**config.mk**
```make
export PLATFORM = sky130hd
export DESIGN_NAME = apb_i2c_completer
export DESIGN_NICKNAME = d
export VERILOG_FILES = /design/src/rtl/apb_i2c_completer.sv
export SDC_FILE = /design/constraint.sdc
export NUM_CORES = 1
export LEC_CHECK = 0
export ABC_AREA = 1
export BUFFER_PORTS_ARGS = -buffer_cell sky130_fd_sc_hd__buf_2
export CELL_PAD_IN_SITES_DETAIL_PLACEMENT = 0
export CELL_PAD_IN_SITES_GLOBAL_PLACEMENT = 2
export CORE_ASPECT_RATIO = 1.75
export CORE_MARGIN = 4
export CORE_UTILIZATION = 36
export CTS_CLUSTER_DIAMETER = 200
export DETAILED_ROUTE_END_ITERATION = 8
export PLACE_DENSITY_LB_ADDON = 0.08
export SYNTH_ARGS = -nofsm -noshare
export SYNTH_HDL_FRONTEND = slang
export SYNTH_SLANG_ARGS = --single-unit
export TNS_END_PERCENT = 1
```
**constraint.sdc**
```tcl
create_clock -name clk -period 3.3 [get_ports clk]
set_clock_uncertainty 0.1 [all_clocks]
set_input_delay 0.66 -clock clk [delete_from_list [all_inputs] [get_ports clk]]
set_output_delay 0.66 -clock clk [all_outputs]
set_load 0.01 [all_outputs]
```
**src/rtl/apb_i2c_completer.sv**
```systemverilog
// APB3 completer exposing CTRL/STATUS/ADDR plus TX/RX byte FIFOs to an I2C engine.
// Optional macro APB_SLVERR_EN: when defined, error cases are reported on pslverr.
module apb_i2c_completer #(
  parameter int FIFO_DEPTH  = 4,
  parameter int WAIT_STATES = 1
) (
  input  logic       clk,
  input  logic       rst,
  input  logic       psel,
  input  logic       penable,
  input  logic       pwrite,
  input  logic [7:0] paddr,
  input  logic [7:0] pwdata,
  output logic [7:0] prdata,
  output logic       pready,
  output logic       pslverr,
  output logic       i2c_en,
  output logic       i2c_start,
  output logic [6:0] i2c_addr,
  output logic [7:0] tx_data,
  output logic       tx_valid,
  input  logic       tx_ready,
  input  logic [7:0] rx_data,
  input  logic       rx_valid,
  input  logic       i2c_busy
);

  localparam int AW = $clog2(FIFO_DEPTH);
  localparam int CW = AW + 1;

  typedef enum logic [1:0] {S_IDLE, S_SETUP, S_ACCESS} state_t;

  state_t        state_q, state_d;
  logic [2:0]    wcnt_q, wcnt_d;
  logic          commit;

  logic          en_q, start_q, ovf_q;
  logic [6:0]    addr_q;

  logic [7:0]    tx_mem [FIFO_DEPTH];
  logic [7:0]    rx_mem [FIFO_DEPTH];
  logic [AW-1:0] tx_wptr_q, tx_rptr_q, rx_wptr_q, rx_rptr_q;
  logic [CW-1:0] tx_cnt_q, rx_cnt_q;

  logic          tx_full, tx_empty, rx_full, rx_empty;
  logic          sel_ok, wr_commit, rd_commit;
  logic [2:0]    reg_sel;
  logic [7:0]    rdata;
  logic          err;
  logic          tx_push, tx_pop, rx_push, rx_pop, ovf_set, ovf_clr;

  // Transfer FSM: the access completes only once the wait counter drains.
  always_ff @(posedge clk) begin
    if (rst) begin
      state_q <= S_IDLE;
      wcnt_q  <= 3'd0;
    end else begin
      state_q <= state_d;
      wcnt_q  <= wcnt_d;
    end
  end

  always_comb begin
    state_d = state_q;
    wcnt_d  = wcnt_q;
    commit  = 1'b0;
    case (state_q)
      S_IDLE: if (psel && !penable) state_d = S_SETUP;
      S_SETUP: begin
        if (!psel) begin
          state_d = S_IDLE;
        end else begin
          state_d = S_ACCESS;
          wcnt_d  = 3'(WAIT_STATES);
        end
      end
      S_ACCESS: begin
        if (!psel) begin
          state_d = S_IDLE;
        end else if (wcnt_q != 3'd0) begin
          wcnt_d = wcnt_q - 3'd1;
        end else begin
          commit  = !rst;
          state_d = (psel && !penable) ? S_SETUP : S_IDLE;
        end
      end
      default: state_d = S_IDLE;
    endcase
  end

  assign tx_full  = (tx_cnt_q == CW'(FIFO_DEPTH));
  assign tx_empty = (tx_cnt_q == '0);
  assign rx_full  = (rx_cnt_q == CW'(FIFO_DEPTH));
  assign rx_empty = (rx_cnt_q == '0);

  assign sel_ok    = (paddr[7:3] == 5'd0);
  assign reg_sel   = paddr[2:0];
  assign wr_commit = commit && pwrite && sel_ok;
  assign rd_commit = commit && !pwrite && sel_ok;

  always_comb begin
    rdata = 8'h00;
    err   = 1'b0;
    if (!sel_ok) begin
      err = 1'b1;
    end else begin
      case (reg_sel)
        3'd0: rdata = {7'd0, en_q};
        3'd1: rdata = {2'b00, ovf_q, i2c_busy, rx_empty, rx_full, tx_empty, tx_full};
        3'd2: err = pwrite && tx_full;
        3'd3: begin
          if (pwrite || rx_empty) err = 1'b1;
          else                    rdata = rx_mem[rx_rptr_q];
        end
        3'd4: rdata = {1'b0, addr_q};
        default: err = 1'b1;
      endcase
    end
  end

  assign pready = commit;
  assign prdata = (commit && !pwrite) ? rdata : 8'h00;
`ifdef APB_SLVERR_EN
  assign pslverr = commit && err;
`else
  assign pslverr = 1'b0;
`endif

  assign tx_push = wr_commit && (reg_sel == 3'd2) && !tx_full;
  assign tx_pop  = !tx_empty && tx_ready;
  assign rx_pop  = rd_commit && (reg_sel == 3'd3) && !rx_empty;
  // A full RX FIFO still takes a byte when an APB read frees a slot in the same cycle.
  assign rx_push = rx_valid && (!rx_full || rx_pop);
  assign ovf_set = rx_valid && rx_full && !rx_pop;
  assign ovf_clr = wr_commit && (reg_sel == 3'd1) && pwdata[5];

  always_ff @(posedge clk) begin
    if (rst) begin
      en_q      <= 1'b0;
      start_q   <= 1'b0;
      addr_q    <= 7'd0;
      ovf_q     <= 1'b0;
      tx_wptr_q <= '0;
      tx_rptr_q <= '0;
      tx_cnt_q  <= '0;
      rx_wptr_q <= '0;
      rx_rptr_q <= '0;
      rx_cnt_q  <= '0;
    end else begin
      start_q <= wr_commit && (reg_sel == 3'd0) && pwdata[1];
      if (wr_commit && (reg_sel == 3'd0)) en_q   <= pwdata[0];
      if (wr_commit && (reg_sel == 3'd4)) addr_q <= pwdata[6:0];
      if (ovf_set)      ovf_q <= 1'b1;
      else if (ovf_clr) ovf_q <= 1'b0;
      if (tx_push) tx_wptr_q <= tx_wptr_q + AW'(1);
      if (tx_pop)  tx_rptr_q <= tx_rptr_q + AW'(1);
      tx_cnt_q <= tx_cnt_q + CW'(tx_push) - CW'(tx_pop);
      if (rx_push) rx_wptr_q <= rx_wptr_q + AW'(1);
      if (rx_pop)  rx_rptr_q <= rx_rptr_q + AW'(1);
      rx_cnt_q <= rx_cnt_q + CW'(rx_push) - CW'(rx_pop);
    end
  end

  always_ff @(posedge clk) begin
    if (tx_push) tx_mem[tx_wptr_q] <= pwdata;
    if (rx_push) rx_mem[rx_wptr_q] <= rx_data;
  end

  assign i2c_en    = en_q;
  assign i2c_start = start_q;
  assign i2c_addr  = addr_q;
  assign tx_data   = tx_mem[tx_rptr_q];
  assign tx_valid  = !tx_empty;

endmodule

```
---- After elaboration in Yosys (flattened, before gate mapping) ----
Memory sizes are Yosys's and may differ from the RTL's. A register that Yosys moved wholly into a read port is not among the register bits.
Cells that the tools add are included.
storage, ports and cells
  bits in registers ....................... 29
  memory bits (writable) .................. 64
  output and inout port bits .............. 28
  word-level logic and storage cells ...... 101
  memories ................................ 2
memory list
  memory  depth  bits a word  rd ports  clocked after Yosys merged registers in  wr ports  RTL line  text
  rx_mem  4      8            1         1                                        1         41        logic [7:0] rx_mem [FIFO_DEPTH];
  tx_mem  4      8            1         1                                        1         40        logic [7:0] tx_mem [FIFO_DEPTH];
cells by class
  $add $sub $neg .......................... 9
  eq/ne operators ......................... 13
  muxes and demuxes ....................... 27
  reduce and logical (&&, ||, !) cells .... 38
operator list
  kind                                              number
  case mux 8 bit (4 select lines)                   1
  2-to-1 mux 8 bit                                  3
  logical AND 1 bit                                 18
  2-to-1 mux 2 bit                                  8
  2-to-1 mux 1 bit                                  10
  == test 3 bit, second input constant              3
  logical NOT 3 bit                                 3
  2-to-1 mux 3 bit                                  3
  adder 2 x 1 -> 2 bit, second input constant       4
  logical NOT 1 bit                                 8
  inequality test 2 bit, second input constant      4
  adder 3 x 1 -> 3 bit                              2
  == test 3 x 2 -> 1 bit, second input constant     2
  case mux 2 bit (3 select lines)                   1
  case mux 3 bit (2 select lines)                   1
  subtractor 3 x 1 -> 3 bit                         2
  logical NOT 5 bit                                 1
  AND reduction 4 bit                               1
  nonzero test 2 bit                                2
  == test 3 x 1 -> 1 bit, second input constant     1
  inequality test 3 bit, second input constant      1
  nonzero test 3 bit                                1
  subtractor 3 x 1 -> 3 bit, second input constant  1
  == test 2 x 1 -> 1 bit, second input constant     1
  other kinds (4)                                   5

---- Longest topological paths before layout ----
  depth after elaboration ................. 12
  gate-level depth with buffers ........... 17
  gate-level depth less buffers ........... 17

---- Worst setup path after synthesis ----
OpenSTA, ideal clock, no wires.
  kind .................................... input to register
  from .................................... input port paddr[6]
  to ...................................... register tx_cnt_q[2]
  setup time .............................. 121 ps
  data arrival time ....................... 2409 ps
  required time ........................... 3079 ps
  slack ................................... 670 ps
  stages .................................. 12
  path through ............................ nor2_1 nand3_1 nor2_4 nand2_2 nor2_4 inv_2 ha_1 inv_1 ha_1 fa_1 o21ai_0 a21oi_1
between the ends
  word-level cells in the longest chain between the ends .. 6
ends and longest elaborated chain
  what                            RTL line  text
  start: declaration              12        input logic [7:0] paddr,
  logical NOT 5 bit               96        assign sel_ok = (paddr[7:3] == 5'd0);
  logical AND 1 bit               98        assign wr_commit = commit && pwrite && sel_ok;
  logical AND 1 bit (2 in a row)  129       assign tx_push = wr_commit && (reg_sel == 3'd2) && !tx_full;
  adder 3 x 1 -> 3 bit            157       tx_cnt_q <= tx_cnt_q + CW'(tx_push) - CW'(tx_pop);
  subtractor 3 x 1 -> 3 bit       157
  end signal: assignment          157
  end: declaration                43        logic [CW-1:0] tx_cnt_q, rx_cnt_q;
No other way between the ends.
A chain may end at the register's enable or synchronous reset.

---- Final worst setup path ----
  from .................................... register wcnt_q[0]
  to ...................................... output port prdata[2]
between the ends
  word-level cells in the longest chain between the ends .. 6
ends and longest elaborated chain
  what                      RTL line  text
  start: declaration        34        logic [2:0] wcnt_q, wcnt_d;
  start signal: assignment  59        wcnt_q <= wcnt_d;
  nonzero test 3 bit        80        end else if (wcnt_q != 3'd0) begin
  2-to-1 mux 1 bit          80
  2-to-1 mux 1 bit          78        if (!psel) begin
  2-to-1 mux 1 bit          67        case (state_q)
  logical AND 1 bit         122       assign prdata = (commit && !pwrite) ? rdata : 8'h00;
  2-to-1 mux 8 bit          122
  end: declaration          14        output logic [7:0] prdata,
No other way between the ends.

==> reports/qor.txt <==
Status: complete, no violations
Initial core utilization: 0.3653
Setup repair after global routing missed its margin: false
VDD IR max: 322.4 µV
Worst R2R End: rx_cnt_q[2]
First-pass GRT wire length: 14060 µm
CTS-repair resized insts: 0
Worst R2R Start: wcnt_q[0]
Drt drc: 0
CP peak stage delay: 0.30 ns
Drt wl/cell: 13.83 µm
Cell Chain, Critical Path: inv_1 -> ha_1 -> ha_1 -> nand2_1 -> inv_1 -> nand3_2 -> nor2_4 -> buf_4 -> nand2_1 -> a31oi_1 -> buf_2
Skew-Pair Late Insertion Delay: 0.34 ns
Final setup violation count: 0
DIE AREA: 13550 µm²
Syn_nets: 463
Critical path launch point type: flip-flop
Dpl ws: 0.4053 ns
Maximum root-to-sink buffer count: 2
R2R depth: 17
Sw frac: 0.2578
Grt ovf: 0
Synth cell types: 33
Seq pwr share: 0.489
Clk sinks: 97
DIE WIDTH: 89.72 µm
Post-CTS setup buffer count: 0
Core area: 11520 µm²
End point of the critical path: prdata[2]
Required @ worst endpoint: 2.54 ns
Final setup margin: 0.3894 ns
Initial antenna violation count: 0
Final Wtd Congestion: 0.7537
NumNets Final: 533
Power Dens Cells: 572.8 nW/µm²
Sequential area share after synthesis: 0.6139
CTS H-tree lvls: 3
Port bufs: 58
Antenna diode count: 0
Warnings, synthesis: 0
Crit Path Class: reg2out
ANT nets after route: 0
CTS tree: built
Clock slew at reported path FFs: 0.06 ns
Detailed Routing Iterations Pass 1: 4
Avg Inst Size Synth: 10.14 µm²
Met3 Use GR: 0.03131
Final Critical Period: 2.911 ns
Fin. max-slew vios: 0
Cells after Synth: 415
Commonest cells after routing, fill and taps aside: nor2_1 (86), edfxtp_1 (64), buf_2 (58)
Ports: 60
Switching power total: 738.3 µW
Final period util: 0.8820
Final hold vios: 0
Worst setup EP type: output port
Gate power share: 0.158
CTS Buf Count: 9
Clock share of power: 0.353
Fin Setup TNS: 0 ns
Die Y: 151 µm
Final HPWL DP: 6792 µm
Fmax achieved: 343.6 MHz
CTS Root Cell: clkbuf_16
Internal: 2126 µW
Launch point of the worst path: wcnt_q[0]
WL final: 8642 µm
Hold Path Class: reg2reg
Number of global-route vias before repair: 2880
Maximum fanout along the worst path: 7
Max-cap violation count: 0
Slowest cell on the critical path: dfxtp_1
Busiest layer in global routing: met2
Layout area overhead: 18.86%
FF+latch count, synth: 97
FP Rows: 52
Reg2Reg Setup Slack: 0.62 ns
Routed vias/inst: 4.667
Met2 GRT Util: 0.2681
Largest net degree at the start of global routing: 20
Commonest non-fill, non-tap cell in the layout: nor2_1
Leak: 0.001959 µW
# hold bufs at CTS: 0
Post-synthesis cell area: 4207 µm²
GR Layer Usage met1: 0.1295
Via count: 2917
Share of layout cells above drive strength 1: 0.2204
GRT Resource Usage Total: 0.1345
Arrival time worst endpoint: 2.15 ns
DR iter-0 viols: 102
[power groups by stage]
| stage | clock network, µW | logic (µW) | registers (µW) |
|---|---|---|---|
| after floorplan | 0 | 296 | 1420 |
| after global placement | 0 | 462 | 1430 |
| after detailed placement | 0 | 464 | 1430 |
| after CTS | 1040 | 467 | 1400 |
| after global routing | 1100 | 536 | 1410 |
| final | 1010 | 453 | 1400 |
[state kept, by name (all words and copies together), names as in the netlist, named ones only]
register / count
rx_cnt_q: 3
tx_rptr_q: 2
i2c_start: 1
i2c_en: 1
rx_mem: 32
i2c_addr: 7
ovf_q: 1
state_q: 2
tx_mem: 32
wcnt_q: 3
rx_wptr_q: 2
tx_cnt_q: 3
tx_wptr_q: 2
rx_rptr_q: 2
[metrics by stage]
stage	hold slack (ns)	std cells	utilization	power, µW	area, µm²
floorplan	0.3362	415	-	1717	4207
CTS	0.3654	625	0.4342	2910	5000
finish	0.3609	625	0.4342	2864	5000
global placement	0.3508	609	0.4083	1888	4702
detailed placement	0.3535	609	0.4083	1892	4702
global route	0.3798	625	0.4342	3042	5000
[how the worst min path moves through the flow]
stage            startpoint  depth (start not counted)  slack, ns      endpoint
2_1_floorplan  tx_rptr_q[1]                          2       0.34     flip-flop
3_3_place_gp      wcnt_q[2]                          2       0.35     wcnt_q[2]
3_5_place_dp   tx_rptr_q[1]                          2       0.35     flip-flop
4_1_cts        tx_rptr_q[1]                          2       0.37  tx_rptr_q[1]
5_1_grt           wcnt_q[2]                          2       0.38     wcnt_q[2]
6_report       tx_rptr_q[1]                          2       0.36  tx_rptr_q[1]
[critical path, delay by kind of cell (launching register included)]
family	cells	cell delay, ns
simple gates	4	0.47
flops	1	0.30
compound gates	1	0.25
fa+ha+maj	2	0.31
buf+inv	4	0.48
[routing by layer]
layer,vias to the layer above,wire (µm)
met1,1322,3099
met4,0,234
met3,17,328
li1,1524,-
met5,-,0
met2,54,4979
[final cells by class]
type                            count  area (µm²)
Clock buffer                       10       229.0
Timing Repair Buffer               69       372.9
Multi-Input combinational cell    257        1384
Sequential cell                    97        2582
Clock inverter                      6       68.82
Inverter                           51       193.9
Tap cell                          135       168.9
Fill cell                        1103        6516
[synth_stat cells]
| cell type | instances | area [µm²] |
|---|---|---|
| nand3_2 | 1 | 10.01 |
| nand3_4 | 1 | 17.52 |
| nand2_2 | 1 | 6.260 |
| clkbuf_1 | 5 | 18.77 |
| nor3_1 | 2 | 10.01 |
| a31oi_1 | 7 | 43.79 |
| dfxtp_1 | 33 | 660.6 |
| nor4_1 | 1 | 6.260 |
| xnor2_1 | 1 | 8.760 |
| nor3_2 | 1 | 10.01 |
| ha_1 | 14 | 175.2 |
| inv_1 | 46 | 172.7 |
| buf_4 | 1 | 7.510 |
| o21ai_0 | 49 | 245.2 |
| nand2_4 | 3 | 33.78 |
| clkinv_2 | 2 | 10.01 |
| a21oi_1 | 14 | 70.07 |
| and2_1 | 1 | 6.260 |
| inv_2 | 3 | 11.26 |
| buf_2 | 4 | 20.02 |
| nor2_4 | 5 | 56.30 |
| nand3_1 | 8 | 40.04 |
| nor2_2 | 3 | 18.77 |
| or2_2 | 3 | 18.77 |
| fa_1 | 2 | 40.04 |
| nand2_1 | 40 | 150.1 |
| nor2_1 | 86 | 322.8 |
| conb_1 | 1 | 3.750 |
| nand4_2 | 1 | 12.51 |
| nand4_1 | 1 | 6.260 |
| o22ai_1 | 10 | 62.56 |
| edfxtp_1 | 64 | 1922 |
| a2bb2oi_1 | 1 | 8.760 |
[cells by family (layout without fill, tap and decap cells)]
group	Yosys count	after routing	synth area share
AO/OA/AOI/OAI	81	81	0.1023
XOR/XNOR	1	1	0.002082
adder cells (fa/ha/maj)	16	16	0.05116
buffers and inverters	61	136	0.05711
flip-flops	97	97	0.6139
other	1	1	0.0008915
AND/OR/NAND/NOR	158	158	0.1725
Note: power is estimated with default switching activity, not from simulation.
